**config.mk**
```make
export PLATFORM = sky130hd
export DESIGN_NAME = packet_deserializer
export DESIGN_NICKNAME = d
export VERILOG_FILES = /design/src/rtl/packet_deserializer.sv
export SDC_FILE = /design/constraint.sdc
export NUM_CORES = 1
export LEC_CHECK = 0
export BUFFER_PORTS_ARGS = -buffer_cell sky130_fd_sc_hd__buf_2
export CAP_MARGIN = 5
export CELL_PAD_IN_SITES_DETAIL_PLACEMENT = 0
export CELL_PAD_IN_SITES_GLOBAL_PLACEMENT = 1
export CORE_MARGIN = 1.5
export CORE_UTILIZATION = 46
export DETAILED_ROUTE_END_ITERATION = 7
export PLACE_DENSITY = 0.74
export SYNTH_ARGS = -nofsm -noshare
export SYNTH_HDL_FRONTEND = slang
export SYNTH_SLANG_ARGS = --single-unit
```
**constraint.sdc**
```tcl
create_clock -name clk -period 2.25 [get_ports clk]
set_input_delay 0.45 -clock clk [delete_from_list [all_inputs] [get_ports clk]]
set_output_delay 0.45 -clock clk [all_outputs]
set_load 0.05 [all_outputs]
```
**src/rtl/packet_deserializer.sv**
```systemverilog
// rtl/packet_deserializer.sv - Rebuilds full-width packets from an upper/lower half-beat stream
//
// packet_pkg      : shared packet width (DATA_WIDTH).
// packet_deserializer
//   clk         in   clock, rising edge
//   rst_n       in   asynchronous active-low reset
//   data_in     in   half-width beat (upper half first, then lower half)
//   valid_in    in   beat qualifier, no backpressure on this side
//   pkt_out     out  FIFO head packet {upper, lower}, 0 while empty
//   pkt_valid   out  FIFO non-empty
//   pkt_ready   in   downstream accept, pops on pkt_valid & pkt_ready
//   overflow    out  one-cycle pulse, completed packet dropped (FIFO full)
//   frame_err   out  one-cycle pulse, partial packet dropped (gap timeout)
//   drop_count  out  saturating drop counter, present only with DESER_STATS_EN
//
// Build option: define DESER_STATS_EN to instantiate the drop counter;
// otherwise drop_count is tied to 0.

package packet_pkg;
    localparam int DATA_WIDTH = 32;
endpackage

module packet_deserializer #(
    parameter int DATA_WIDTH  = packet_pkg::DATA_WIDTH,
    parameter int FIFO_DEPTH  = 4,
    parameter int GAP_TIMEOUT = 8
) (
    input  logic                    clk,
    input  logic                    rst_n,
    input  logic [DATA_WIDTH/2-1:0] data_in,
    input  logic                    valid_in,
    output logic [DATA_WIDTH-1:0]   pkt_out,
    output logic                    pkt_valid,
    input  logic                    pkt_ready,
    output logic                    overflow,
    output logic                    frame_err,
    output logic [7:0]              drop_count
);

    localparam int HW = DATA_WIDTH / 2;
    localparam int PW = $clog2(FIFO_DEPTH);
    localparam int CW = $clog2(FIFO_DEPTH + 1);
    localparam int GW = $clog2(GAP_TIMEOUT + 1);
    localparam logic [CW-1:0] DEPTH_C = CW'(FIFO_DEPTH);
    localparam logic [GW-1:0] GAP_C   = GW'(GAP_TIMEOUT);

    typedef enum logic {
        IDLE = 1'b0,
        HALF = 1'b1
    } state_t;

    state_t          state, state_next;
    logic [HW-1:0]   upper, upper_next;
    logic [GW-1:0]   gap, gap_next, gap_inc;
    logic            push, pop;
    logic            overflow_next, frame_err_next;

    logic [DATA_WIDTH-1:0] mem [FIFO_DEPTH];
    logic [PW-1:0]         wr_ptr, rd_ptr;
    logic [CW-1:0]         count;

    assign pkt_valid = (count != '0);
    assign pop       = pkt_valid & pkt_ready;
    assign pkt_out   = pkt_valid ? mem[rd_ptr] : '0;
    assign gap_inc   = gap + 1'b1;

    always_ff @(posedge clk or negedge rst_n) begin
        if (!rst_n) begin
            state <= IDLE;
            upper <= '0;
            gap   <= '0;
        end else begin
            state <= state_next;
            upper <= upper_next;
            gap   <= gap_next;
        end
    end

    always_comb begin
        state_next     = state;
        upper_next     = upper;
        gap_next       = gap;
        push           = 1'b0;
        overflow_next  = 1'b0;
        frame_err_next = 1'b0;
        case (state)
            IDLE: begin
                if (valid_in) begin
                    upper_next = data_in;
                    gap_next   = '0;
                    state_next = HALF;
                end
            end
            HALF: begin
                if (valid_in) begin
                    state_next = IDLE;
                    // A pop on the same edge frees a slot even when full.
                    if (count != DEPTH_C || pop) begin
                        push = 1'b1;
                    end else begin
                        overflow_next = 1'b1;
                    end
                end else if (gap_inc == GAP_C) begin
                    frame_err_next = 1'b1;
                    gap_next       = '0;
                    state_next     = IDLE;
                end else begin
                    gap_next = gap_inc;
                end
            end
            default: state_next = IDLE;
        endcase
    end

    // Storage needs no reset: pkt_out is masked to 0 while the FIFO is empty.
    always_ff @(posedge clk) begin
        if (push) begin
            mem[wr_ptr] <= {upper, data_in};
        end
    end

    always_ff @(posedge clk or negedge rst_n) begin
        if (!rst_n) begin
            wr_ptr    <= '0;
            rd_ptr    <= '0;
            count     <= '0;
            overflow  <= 1'b0;
            frame_err <= 1'b0;
        end else begin
            overflow  <= overflow_next;
            frame_err <= frame_err_next;
            if (push) begin
                wr_ptr <= wr_ptr + 1'b1;
            end
            if (pop) begin
                rd_ptr <= rd_ptr + 1'b1;
            end
            case ({push, pop})
                2'b10:   count <= count + 1'b1;
                2'b01:   count <= count - 1'b1;
                default: count <= count;
            endcase
        end
    end

`ifdef DESER_STATS_EN
    logic [7:0] drops;

    always_ff @(posedge clk or negedge rst_n) begin
        if (!rst_n) begin
            drops <= '0;
        end else if ((overflow || frame_err) && drops != 8'hFF) begin
            drops <= drops + 8'd1;
        end
    end

    assign drop_count = drops;
`else
    assign drop_count = '0;
`endif

endmodule

```
After elaboration in Yosys (flattened, before gate mapping) --
Memories as Yosys holds them, arrays and structs flattened. Cells that the tools add are included.
Word-level totals: bits of input ports 20, register bits 30, latch bits 0, memories 1, output and inout port bits 43, logic and storage cells 48, bits in read-only memories 0, bits in writable memories 128
Memories:
- mem | words 4, bits a word 32, rd ports 1, clocked after memory_dff 0, write ports 1, line 58 | logic [DATA_WIDTH-1:0] mem [FIFO_DEPTH];
Cells by class: $mul 0, $lt $le $gt $ge 0, div/mod/pow operators 0, reduce and logical (&&, ||, !) cells 5, bitwise operators 2, add/sub/neg operators 5, equal/unequal tests 6, muxes and demuxes 21, shift-type cells 0
Operators by type and width (count):
- $mux W32 | 1
- $mux W1 | 14
- $mux W4 | 3
- $pmux W4 S2 | 1
- $pmux W3 S2 | 1
- $add A2 B1 Y2 const B | 2
- $add A4 B1 Y4 const B | 1
- $eq A4 B4 Y1 const B | 1
- $ne A2 B2 Y1 const B | 2
- $reduce_and A2 Y1 | 2
- $add A3 B1 Y3 const B | 1
- $ne A3 B3 Y1 const B | 1
- $reduce_bool A3 Y1 | 1
- $sub A3 B1 Y3 const B | 1
- $eq A2 B1 Y1 const B | 1
- $eq A2 B2 Y1 const B | 1
- $pmux W1 S2 | 1
- $reduce_bool A2 Y1 | 1
- $and A1 B1 Y1 | 1
- $logic_or A1 B1 Y1 | 1
- $not A1 Y1 | 1

Longest topological paths before layout --
Gate-level depths: netlist (run 1).
depth after elaboration 8, depth in mapped cells 9, gate-level depth less buffers 9

Worst setup path before layout (run 1) --
No wires, ideal clock.
path kind register to output, start point register count[0], end point output pkt_out[22], buffers on the path 2, slack 28 ps, stages on the path, launching flop included 5, data required time 1800 ps, arrival time 1772 ps, cells stage by stage dfrtp_1 > or3_1 > clkbuf_1 > clkbuf_1 > and2_1
On the way: word-level cells in the longest chain between the ends 2
Ends and longest elaborated chain:
- start, declared | line 60 | logic [CW-1:0] count;
- start signal, assigned | line 139 | 2'b10: count <= count + 1'b1;
- start signal, assigned | line 140 | 2'b01: count <= count - 1'b1;
- start signal, assigned | line 141 | default: count <= count;
- $reduce_bool A3 Y1 | line 62 | assign pkt_valid = (count != '0);
- via pkt_valid | line 33 | output logic pkt_valid,
- $mux W32 | line 64 | assign pkt_out = pkt_valid ? mem[rd_ptr] : '0;
- end, declared | line 32 | output logic [DATA_WIDTH-1:0] pkt_out,
The timed path passes the listed nets, and every way through them passes these cells.

Final worst setup path (run 1) --
start point register rd_ptr[0], end point output pkt_out[26]
On the way: word-level cells in the longest chain between the ends 2
Ends and longest elaborated chain:
- start, declared | line 59 | logic [PW-1:0] wr_ptr, rd_ptr;
- start signal, assigned | line 136 | rd_ptr <= rd_ptr + 1'b1;
- $mem_v2 Z4 W32
- $mux W32 | line 64
No other way between the ends.

==> results of run 1 <==
-- kinds of logic (layout without fill, tap and decap cells) --
family                     Yosys count  after routing
DFF                                158            158
and+or+nand+nor                     58             58
muxes                               51             51
buffers and inverters               32            117
AOI/OAI and AO/OA                   12             12
adders and majority gates            9              9
xor gates and xnor gates             7              7
other                                1              8
-- worst paths after layout --
kind	end	slack [ns]	cells past startpoint
max in group asynchronous	upper[6]	1.67	2
min	gap[1]	-0.004	1
max	pkt_out[26]	-0.14	5
min reg2reg	count[2]	0.49	1
max reg2reg	count[2]	0.10	9
min in group clk	mem[2][9]	0.26	1
-- registers in the layout, indices dropped and copies added (netlist names) --
name,count
mem,128
upper,16
gap,4
count,3
rd_ptr,2
wr_ptr,2
frame_err,1
overflow,1
state,1
-- worst max-delay path, delay by kind of cell, from the launching register on --
family	cells	cell delay (ns)
buffers and inverters	3	0.41
and+or+nand+nor	1	0.18
muxes	1	0.53
DFF	1	0.39
-- routing by layer --
metal / global-route usage [%] / share of wire, % / vias to the layer above / wire [um]
met5: 0 / 0 / - / 0
met4: 5.74 / 1.3 / 0 / 150
met3: 4.25 / 3.2 / 12 / 360
met2: 27.6 / 50 / 56 / 5740
met1: 22.6 / 45 / 1601 / 5160
li1: - / - / 1401 / -
-- report_power, final --
group | switching [mW] | internal (mW) | leakage (nW) | total (mW)
clock | 1.12 | 1.67 | 0.271 | 2.79
combinational | 3.21 | 2.83 | 1.15 | 6.04
sequential | 0.379 | 4.04 | 1.52 | 4.42
-- cells in the final DEF, fill, tap and decap left out, types with 3 or more instances in the layout --
master / count
nand2_1: 5
and2_4: 32
o21ai_0: 3
mux2_2: 17
nor2_1: 4
nor3b_1: 3
buf_2: 22
ha_1: 8
xor2_1: 3
a21oi_1: 5
clkinvlp_4: 5
inv_1: 8
clkbuf_16: 20
dfrtp_1: 29
buf_6: 33
mux4_2: 32
xnor2_1: 4
conb_1: 8
buf_12: 8
and2_2: 4
buf_4: 9
edfxtp_1: 128
-- area by class of cell --
class / instances / area [um^2]
fillers: 999 / 5410
well taps: 176 / 220
repair buffers: 77 / 840
flip-flops and latches: 158 / 4600
inverters: 8 / 30.0
clock buffers: 20 / 447
multi-input cells: 145 / 1670
clock inverters: 12 / 136
-- repair_timing --
action	CTS	global route
pin swaps	0	2
setup endpoints to repair	32	34
endpoints found under the hold margin	0	0
gates cloned	1	3
resized for setup	87	13
buffers inserted	3	1
==> results.json, run 1 <==
{
  "crit_type": "flip-flop to output pin",
  "clk_path_buf_depth": 2,
  "rsz0062_at_grt": "true",
  "setup_viol": 32,
  "core_um2": 13300,
  "die-area_um2": 14500,
  "seq_area_frac_synth_pct": 72.5,
  "synthCells": 328,
  "area_growth_pct": 25.3,
  "synth_common_cells": "edfxtp_1 (128), and2_1 (33), mux4_2 (32), dfrtp_1 (30), mux2_2 (17)",
  "synth_compound_gate_area_share_pct": 1.20,
  "dp.final_hpwl_um": 6250,
  "drtPass1Iterations": 4,
  "synthAdderAreaFrac_pct": 1.89,
  "syn_area_um2": 6340,
  "ys.flop_type": "edfxtp_1",
  "period_needed_ns": 2.39,
  "fin_nets": 436,
  "die_w_um": 120,
  "vdd_drop_max_mv": 1.02,
  "holdWs_ns": -0.00358,
  "hold_class": "input pin to async pin",
  "dpl_worst_slack_ns": -0.0398,
  "p_leak_nw": 2.94,
  "clock_skew_ns": 0.0113,
  "yosys.cell_types.count": 35,
  "diodes": 0,
  "die_h_um": 120,
  "drive_gt1_share_pct": 47.1,
  "synth_top_family_by_area": "multiplexers",
  "ys_warn_count": 0,
  "required_ns": 1.80,
  "dpl_cell_area_um2": 6920,
  "cts_root_buf": "clkbuf_16",
  "path_cells": "buf_12 > buf_12 > mux4_2 > and2_4 > buf_6",
  "finalWorstSetupSlack_ns": -0.137,
  "dr_total_vias": 3070,
  "synth_seq_cells": 158,
  "utilization_pct": 59.5,
  "slew_violations": 0,
  "startpoint_type": "flip-flop",
  "htreeDepth": 4,
  "r2r-start": "count[0]",
  "status": "complete, but fails checks",
  "grt_max_degree": 35,
  "cp_slowest_cell": "mux4_2",
  "track_usage_pct": 17.0,
  "dr.first_iter.drc_count": 252,
  "grt_pass1_wl_um": 17900,
  "period_share_pct": 106,
  "postRouteAntennaNets": 0,
  "antenna_found_initial": 0,
  "finalPower_mw": 13.3,
  "wl_um": 11400,
  "cp_common_cell": "buf_12",
  "port_buffers": 54,
  "postSynthAreaPerCell_um2": 19.3,
  "ios": 63,
  "numCtsBuffers": 17,
  "synth_area_leaders": "edfxtp_1 (61%), dfrtp_1 (12%), mux4_2 (11%)",
  "synth_edf_count": 128,
  "crit_fanout": 5,
  "first_global_vias": 3251,
  "place_congestion": 0.660,
  "fin_cells": 596,
  "synth_top_area_cell": "edfxtp_1",
  "endpoint_kind": "output pin",
  "hold_buffers": 0,
  "netlist.area_leader.share_pct": 60.6,
  "yosys.cell_count.top_type": "edfxtp_1",
  "failed_checks": "hold timing, setup timing",
  "fmax_ghz": 0.419,
  "relSlewSlack_pct": 65.8,
  "cpPeakStageDelay_ns": 0.53,
  "cts_tree": "built",
  "fin_area_um2": 7940,
  "path_clk_slew_ns": 0.06,
  "setup_tns_ns": -3.48,
  "route.detailed.drc": 0,
  "maxCapViolCount": 0,
  "routedWlPerCell_um": 19.2,
  "worst_pin_slew_ns": 0.513,
  "rows": 42,
  "startpoint": "rd_ptr[0]",
  "vias_per_cell": 5.15,
  "muxShareOfSynthArea_pct": 14.8,
  "synth_xor_area_share_pct": 0.967,
  "initial_core_util_pct": 47.5,
  "clk_latency_ns": 0.42,
  "place_inst": 556,
  "power.density_nw_per_um2": 1670,
  "yosys.area_share.simple_pct": 5.78,
  "crit_arrival_ns": 1.94,
  "gr-total-overflow": 0,
  "hold_violations": 9,
  "postSynth.asyncResetShare_pct": 19.0,
  "clock-sinks": 158
}
(Power assumes the default switching activity.)
==> run 2, diff against run 1 <==
- ABC_AREA: unset -> 1
- CORE_UTILIZATION: 46 -> 43
- PLACE_DENSITY: 0.74 -> 0.73
==> run 2 against run 1 <==
The flow now finishes without violations. Sequential cell count is the same. Final cell count grew 32%. Die area grew 7.8%. Clock power grew 9.3%.
==> results.json, run 2 <==
{
  "startpoint_type": "flip-flop",
  "power.density_nw_per_um2": 1610,
  "synthCells": 519,
  "hold_class": "input pin to async pin",
  "core_um2": 14500,
  "path_clk_slew_ns": 0.06,
  "htreeDepth": 4,
  "grt_max_degree": 37,
  "ys.flop_type": "edfxtp_1",
  "ios": 63,
  "p_comb_share_pct": 46.4,
  "largest_reg_flops": 128,
  "track_usage_pct": 17.3,
  "routedWlPerCell_um": 17.3,
  "wl_um": 13600,
  "rows": 44,
  "die_h_um": 125,
  "syn_area_um2": 6400,
  "antenna_found_initial": 0,
  "seqCellArea_um2": 4600,
  "synth_edf_count": 128,
  "die-area_um2": 15600,
  "ys_warn_count": 0,
  "vdd_drop_max_mv": 0.772,
  "top_register": "mem",
  "netlist.area_leader.share_pct": 60.0,
  "worst_pin_slew_ns": 0.801,
  "postSynth.asyncResetShare_pct": 19.0,
  "port_buffers": 54,
  "grt_pass1_wl_um": 20600,
  "gr-total-overflow": 0,
  "postSynthAreaPerCell_um2": 12.3,
  "synth_top_area_cell": "edfxtp_1",
  "mostFrequentLayoutCell": "nor2_1",
  "rsz0062_at_grt": "true",
  "numCtsBuffers": 17,
  "fin_area_um2": 8010,
  "fin_cells": 787,
  "seq_area_frac_synth_pct": 71.8,
  "fmax_ghz": 0.448,
  "place_congestion": 0.696,
  "fill_cells": 1213,
  "clk_path_buf_depth": 2,
  "dp.final_hpwl_um": 7480,
  "p_sw_mw": 5.18,
  "yosys.cell_count.top_type": "nor2_1",
  "synth_area_leaders": "edfxtp_1 (60%), dfrtp_1 (12%), nor2_1 (8.1%)",
  "area_growth_pct": 25.2,
  "first_global_vias": 3871,
  "finalPower_mw": 12.9,
  "crit_fanout": 8,
  "vias_per_cell": 5.01,
  "dr_total_vias": 3946,
  "holdWs_ns": 0.105,
  "drtPass1Iterations": 4,
  "reg_top3": "mem: 128 flops, upper: 16 flops, gap: 4 flops",
  "endpoint_kind": "output pin",
  "yosys.cell_types.count": 24,
  "fin_nets": 618,
  "p_clk_share_pct": 23.7,
  "hold_buffers": 0,
  "p_int_mw": 7.71,
  "period_share_pct": 99.2,
  "multiInputGateArea_um2": 1700,
  "initial_core_util_pct": 44.1,
  "required_ns": 1.80,
  "route.detailed.drc": 0,
  "period_needed_ns": 2.23,
  "switching_share_pct": 40.2,
  "slew_violations": 0,
  "clock_skew_ns": 0.00882,
  "cts_tree": "built",
  "p_leak_nw": 2.98,
  "dr.first_iter.drc_count": 314,
  "layout_common_cells": "nor2_1 (134), edfxtp_1 (128), o21ai_1 (43)",
  "relSlewSlack_pct": 46.6,
  "drive_gt1_share_pct": 26.9,
  "clock-sinks": 158,
  "dpl_cell_area_um2": 7080,
  "path_cells": "nor2_2 > nand2_2 > clkinvlp_4 > clkbuf_16 > a21oi_2 > buf_6",
  "cpPeakStageDelay_ns": 0.40,
  "utilization_pct": 55.1,
  "postRouteAntennaNets": 0,
  "clk_latency_ns": 0.42,
  "cp_slowest_cell": "dfrtp_1",
  "cts_root_buf": "clkbuf_16",
  "synth_seq_cells": 158,
  "hold_violations": 0,
  "power_frac_seq_pct": 29.9,
  "maxCapViolCount": 0,
  "setup_viol": 0,
  "synth_common_cells": "nor2_1 (139), edfxtp_1 (128), o21ai_1 (41), a21oi_1 (33), dfrtp_1 (30)",
  "crit_arrival_ns": 1.78,
  "status": "finished clean",
  "die_w_um": 125,
  "crit_type": "flip-flop to output pin",
  "place_inst": 747
}
==> run 2: through the flow <==
| stage | worst slack [ns] | TNS, ns |
|---|---|---|
| final | 0.0182 | 0 |
| after global routing | -0.0567 | -0.691 |
| after global placement | 0.224 | 0 |
| after CTS | 0.000433 | 0 |
| after floorplan | -0.329 | -42.06 |
| after detailed placement | 0.211 | 0 |
==> run 2: cell type report <==
cell class | count | area share [%]
multi-input cells | 312 | 21.2
repair buffers | 78 | 9.63
clock inverters | 7 | 2.03
inverters | 22 | 1.11
clock buffers | 25 | 5.81
well taps | 184 | 2.87
diodes | 1 | 0.0312
flip-flops and latches | 158 | 57.3
==> run 2: path summary, 6_finish.rpt <==
kind | startpoint | to | slack [ns] | cells past startpoint
setup / recovery | count[0] | pkt_out[20] | 0.02 | 6
hold / removal | rst_n | count[0] | 0.11 | 1
setup reg to reg | count[0] | count[2] | 0.14 | 11
hold reg to reg | gap[3] | gap[3] | 0.50 | 2
max in group asynchronous | rst_n | rd_ptr[0] | 1.56 | 1
min in group clk | data_in[4] | mem[3][4] | 0.27 | 1
==> run 2: repair_timing <==
action / in CTS / in global routing
pin swaps: 0 / 1
cloned: 0 / 3
setup endpoints to repair: 32 / 32
setup buffers: 1 / 3
gates resized for setup: 18 / 65
hold endpoints to repair: 0 / 0
==> run 2: worst max-delay path, delay by kind of cell (launching register included) <==
kind                   cells  cell delay (ns)
AOI/OAI and AO/OA          1             0.15
buffers and inverters      3             0.64
DFF                        1             0.40
and+or+nand+nor            2             0.17
==> run 2: power groups by stage <==
stage | clock [mW] | sequential (mW) | combinational (mW)
2_1_floorplan | 0 | 3.84 | 3.95
3_3_place_gp | 0 | 3.91 | 5.11
3_5_place_dp | 0 | 3.93 | 5.16
4_1_cts | 3.10 | 3.86 | 5.37
5_1_grt | 3.21 | 3.90 | 6.38
6_report | 3.05 | 3.86 | 5.98
==> run 2: logic make-up after synthesis <==
kind of cell | after synthesis | share of synthesized area (%)
AOI/OAI and AO/OA | 101 | 7.95
muxes | 16 | 2.81
other | 1 | 0.0586
buffers and inverters | 56 | 4.61
and+or+nand+nor | 175 | 10.5
adders and majority gates | 9 | 1.88
xor gates and xnor gates | 3 | 0.410
DFF | 158 | 71.8
==> run 2: routing by layer <==
layer  vias up  share of wire (%)  track usage (%)
li1       1922                  -                -
met1      1904                 44             22.0
met3        16                6.2             4.41
met4         0                1.4             6.02
met5         -                  0                0
met2       104                 49             28.9
==> run 3, diff against run 2 <==
- PLACE_DENSITY: 0.73 -> 0.72
==> run 3 against run 2 <==
Sequential cell count stayed put. Utilization is 1.1 points higher. Final cell count is 0.64% higher. Routed wire length is 11% higher. Setup slack better by 0.022 ns. Highest routed layer unchanged.
==> results.json, run 3 (same netlist as run 2, synthesis figures left out) <==
{
  "status": "finished clean",
  "worst_pin_slew_ns": 0.778,
  "period_share_pct": 98.2,
  "path_delay_family": "buffers and inverters",
  "crit_fanout": 16,
  "layout_common_cells": "nor2_1 (134), edfxtp_1 (128), o21ai_1 (46)",
  "largest_reg_flops": 128,
  "required_ns": 1.80,
  "grt_pass1_wl_um": 21200,
  "reg_top3": "mem: 128 flops, upper: 16 flops, gap: 4 flops",
  "crit_arrival_ns": 1.76,
  "hold_buffers": 0,
  "area_growth_pct": 27.6,
  "numCtsBuffers": 17,
  "fill_cells": 1204,
  "power_frac_seq_pct": 28.9,
  "reg2reg_slack_ns": 0.25,
  "dr_total_vias": 4057,
  "cp_slowest_cell": "dfrtp_1",
  "relSlewSlack_pct": 48.1,
  "power.density_nw_per_um2": 1630,
  "dr.first_iter.drc_count": 297,
  "cts_root_buf": "clkbuf_16",
  "top_register": "mem",
  "path_cells": "nor2_2 > nand2_2 > clkinvlp_4 > clkbuf_16 > a21oi_2 > buf_6",
  "core_um2": 14500,
  "p_clk_share_pct": 21.8,
  "htreeDepth": 4,
  "clock_skew_ns": 0.00477,
  "drtPass1Iterations": 4,
  "die_h_um": 125,
  "cpPeakStageDelay_ns": 0.38,
  "maxCapViolCount": 0,
  "die_w_um": 125,
  "gr-total-overflow": 0,
  "port_buffers": 54,
  "hold_class": "input pin to async pin",
  "startpoint_type": "flip-flop",
  "p_int_mw": 7.84,
  "setup_viol": 0,
  "fin_area_um2": 8170,
  "switching_share_pct": 41.1,
  "antenna_found_initial": 0,
  "wl_um": 15100,
  "drive_gt1_share_pct": 28.0,
  "ios": 63,
  "cp.buffers_inverters": 3,
  "cts_tree": "built",
  "holdWs_ns": 0.114,
  "fmax_ghz": 0.453,
  "p_sw_mw": 5.47,
  "startpoint": "count[0]",
  "setup_tns_ns": 0,
  "cp-endpoint": "pkt_out[11]",
  "track_usage_pct": 17.8,
  "r2r_end": "count[2]",
  "diodes": 0,
  "endpoint_kind": "output pin",
  "first_global_vias": 4095,
  "dp.final_hpwl_um": 7500,
  "initial_core_util_pct": 44.1,
  "p_leak_nw": 3.06,
  "die-area_um2": 15600,
  "crit_type": "flip-flop to output pin",
  "place_congestion": 0.733,
  "clk_latency_ns": 0.42,
  "rsz0062_at_grt": "true",
  "clk_path_buf_depth": 2,
  "grt_max_degree": 44,
  "hold_violations": 0,
  "postRouteAntennaNets": 0,
  "rows": 44,
  "vias_per_cell": 5.12,
  "dpl_cell_area_um2": 7070,
  "vdd_drop_max_mv": 0.803,
  "clock-sinks": 158,
  "mostFrequentLayoutCell": "nor2_1",
  "route.detailed.drc": 0,
  "slew_violations": 0,
  "reg2regPathDepth": 9,
  "period_needed_ns": 2.21,
  "path_clk_slew_ns": 0.06,
  "p_comb_share_pct": 49.3,
  "r2r-start": "count[1]",
  "worstSetupPathDepth": 6,
  "fin_nets": 624,
  "routedWlPerCell_um": 19.0
}
-- run 3: changes by cell type in the layout (fill, tap and decap cells not counted), moves of 3 or more --
cell,previous run,this run
buf_4,20,16
buf_6,25,28
clkbuf_1,7,0
clkbuf_16,19,25
clkinv_1,0,4
clkinv_2,1,5
o21ai_0,24,21
o21ai_1,43,46
-- run 3: layer usage --
metal / track usage, % / wire, um / share of wire [%]
met2: 30.7 / 7700 / 51
met4: 7.75 / 242 / 1.6
met5: 0 / 0 / 0
met1: 21.2 / 6230 / 41
met3: 4.58 / 895 / 5.9
-- run 3: cell type report --
class	count	area [um^2]	share of cell area, %
sequential	158	4600	56.3
multi-input combinational	312	1700	20.8
timing repair buffer	84	946	11.6
clock buffer	17	425	5.21
tap	184	230	2.82
clock inverter	15	176	2.16
inverter	22	96.3	1.18
-- run 3: power groups by stage --
stage / Clock [mW] / Sequential (mW) / Combinational [mW]
CTS: 2.94 / 3.84 / 5.31
finish: 2.91 / 3.85 / 6.56
detailed placement: 0 / 3.89 / 5.19
floorplan: 0 / 3.84 / 3.95
global placement: 0 / 3.87 / 5.13
global route: 3.06 / 3.89 / 6.95
-- run 3: worst register-to-register path: cells and delay by family (launching register included) --
family / cells / cell delay, ns
xor+xnor: 1 / 0.16
fa+ha+maj: 2 / 0.53
buf+inv: 1 / 0.06
flops: 1 / 0.40
simple gates: 5 / 0.77
-- run 3: stage by stage --
step | instances | worst slack, ns | util, % | power (mW)
after floorplan | 526 | -0.329 | - | 7.79
after global placement | 746 | 0.230 | 48.6 | 9.00
after detailed placement | 746 | 0.143 | 48.6 | 9.09
after CTS | 778 | 0.00414 | 52.9 | 12.1
after global routing | 792 | -0.0416 | 56.2 | 13.9
final | 792 | 0.0406 | 56.2 | 13.3
-- run 3: worst min-delay path by stage --
stage,to,depth (start not counted)
6_report,count[0],1
5_1_grt,wr_ptr[1],1
4_1_cts,count[0],1
3_5_place_dp,mem[0][25],0
3_3_place_gp,mem[2][31],0
2_1_floorplan,count[0],0
-- run 3: repair_timing --
item,4_1_cts,5_1_grt
gates resized for setup,10,91
pin swaps,0,2
endpoints found under the hold margin,0,0
cloned,0,10
setup buffers,0,4
setup endpoints to repair,10,32
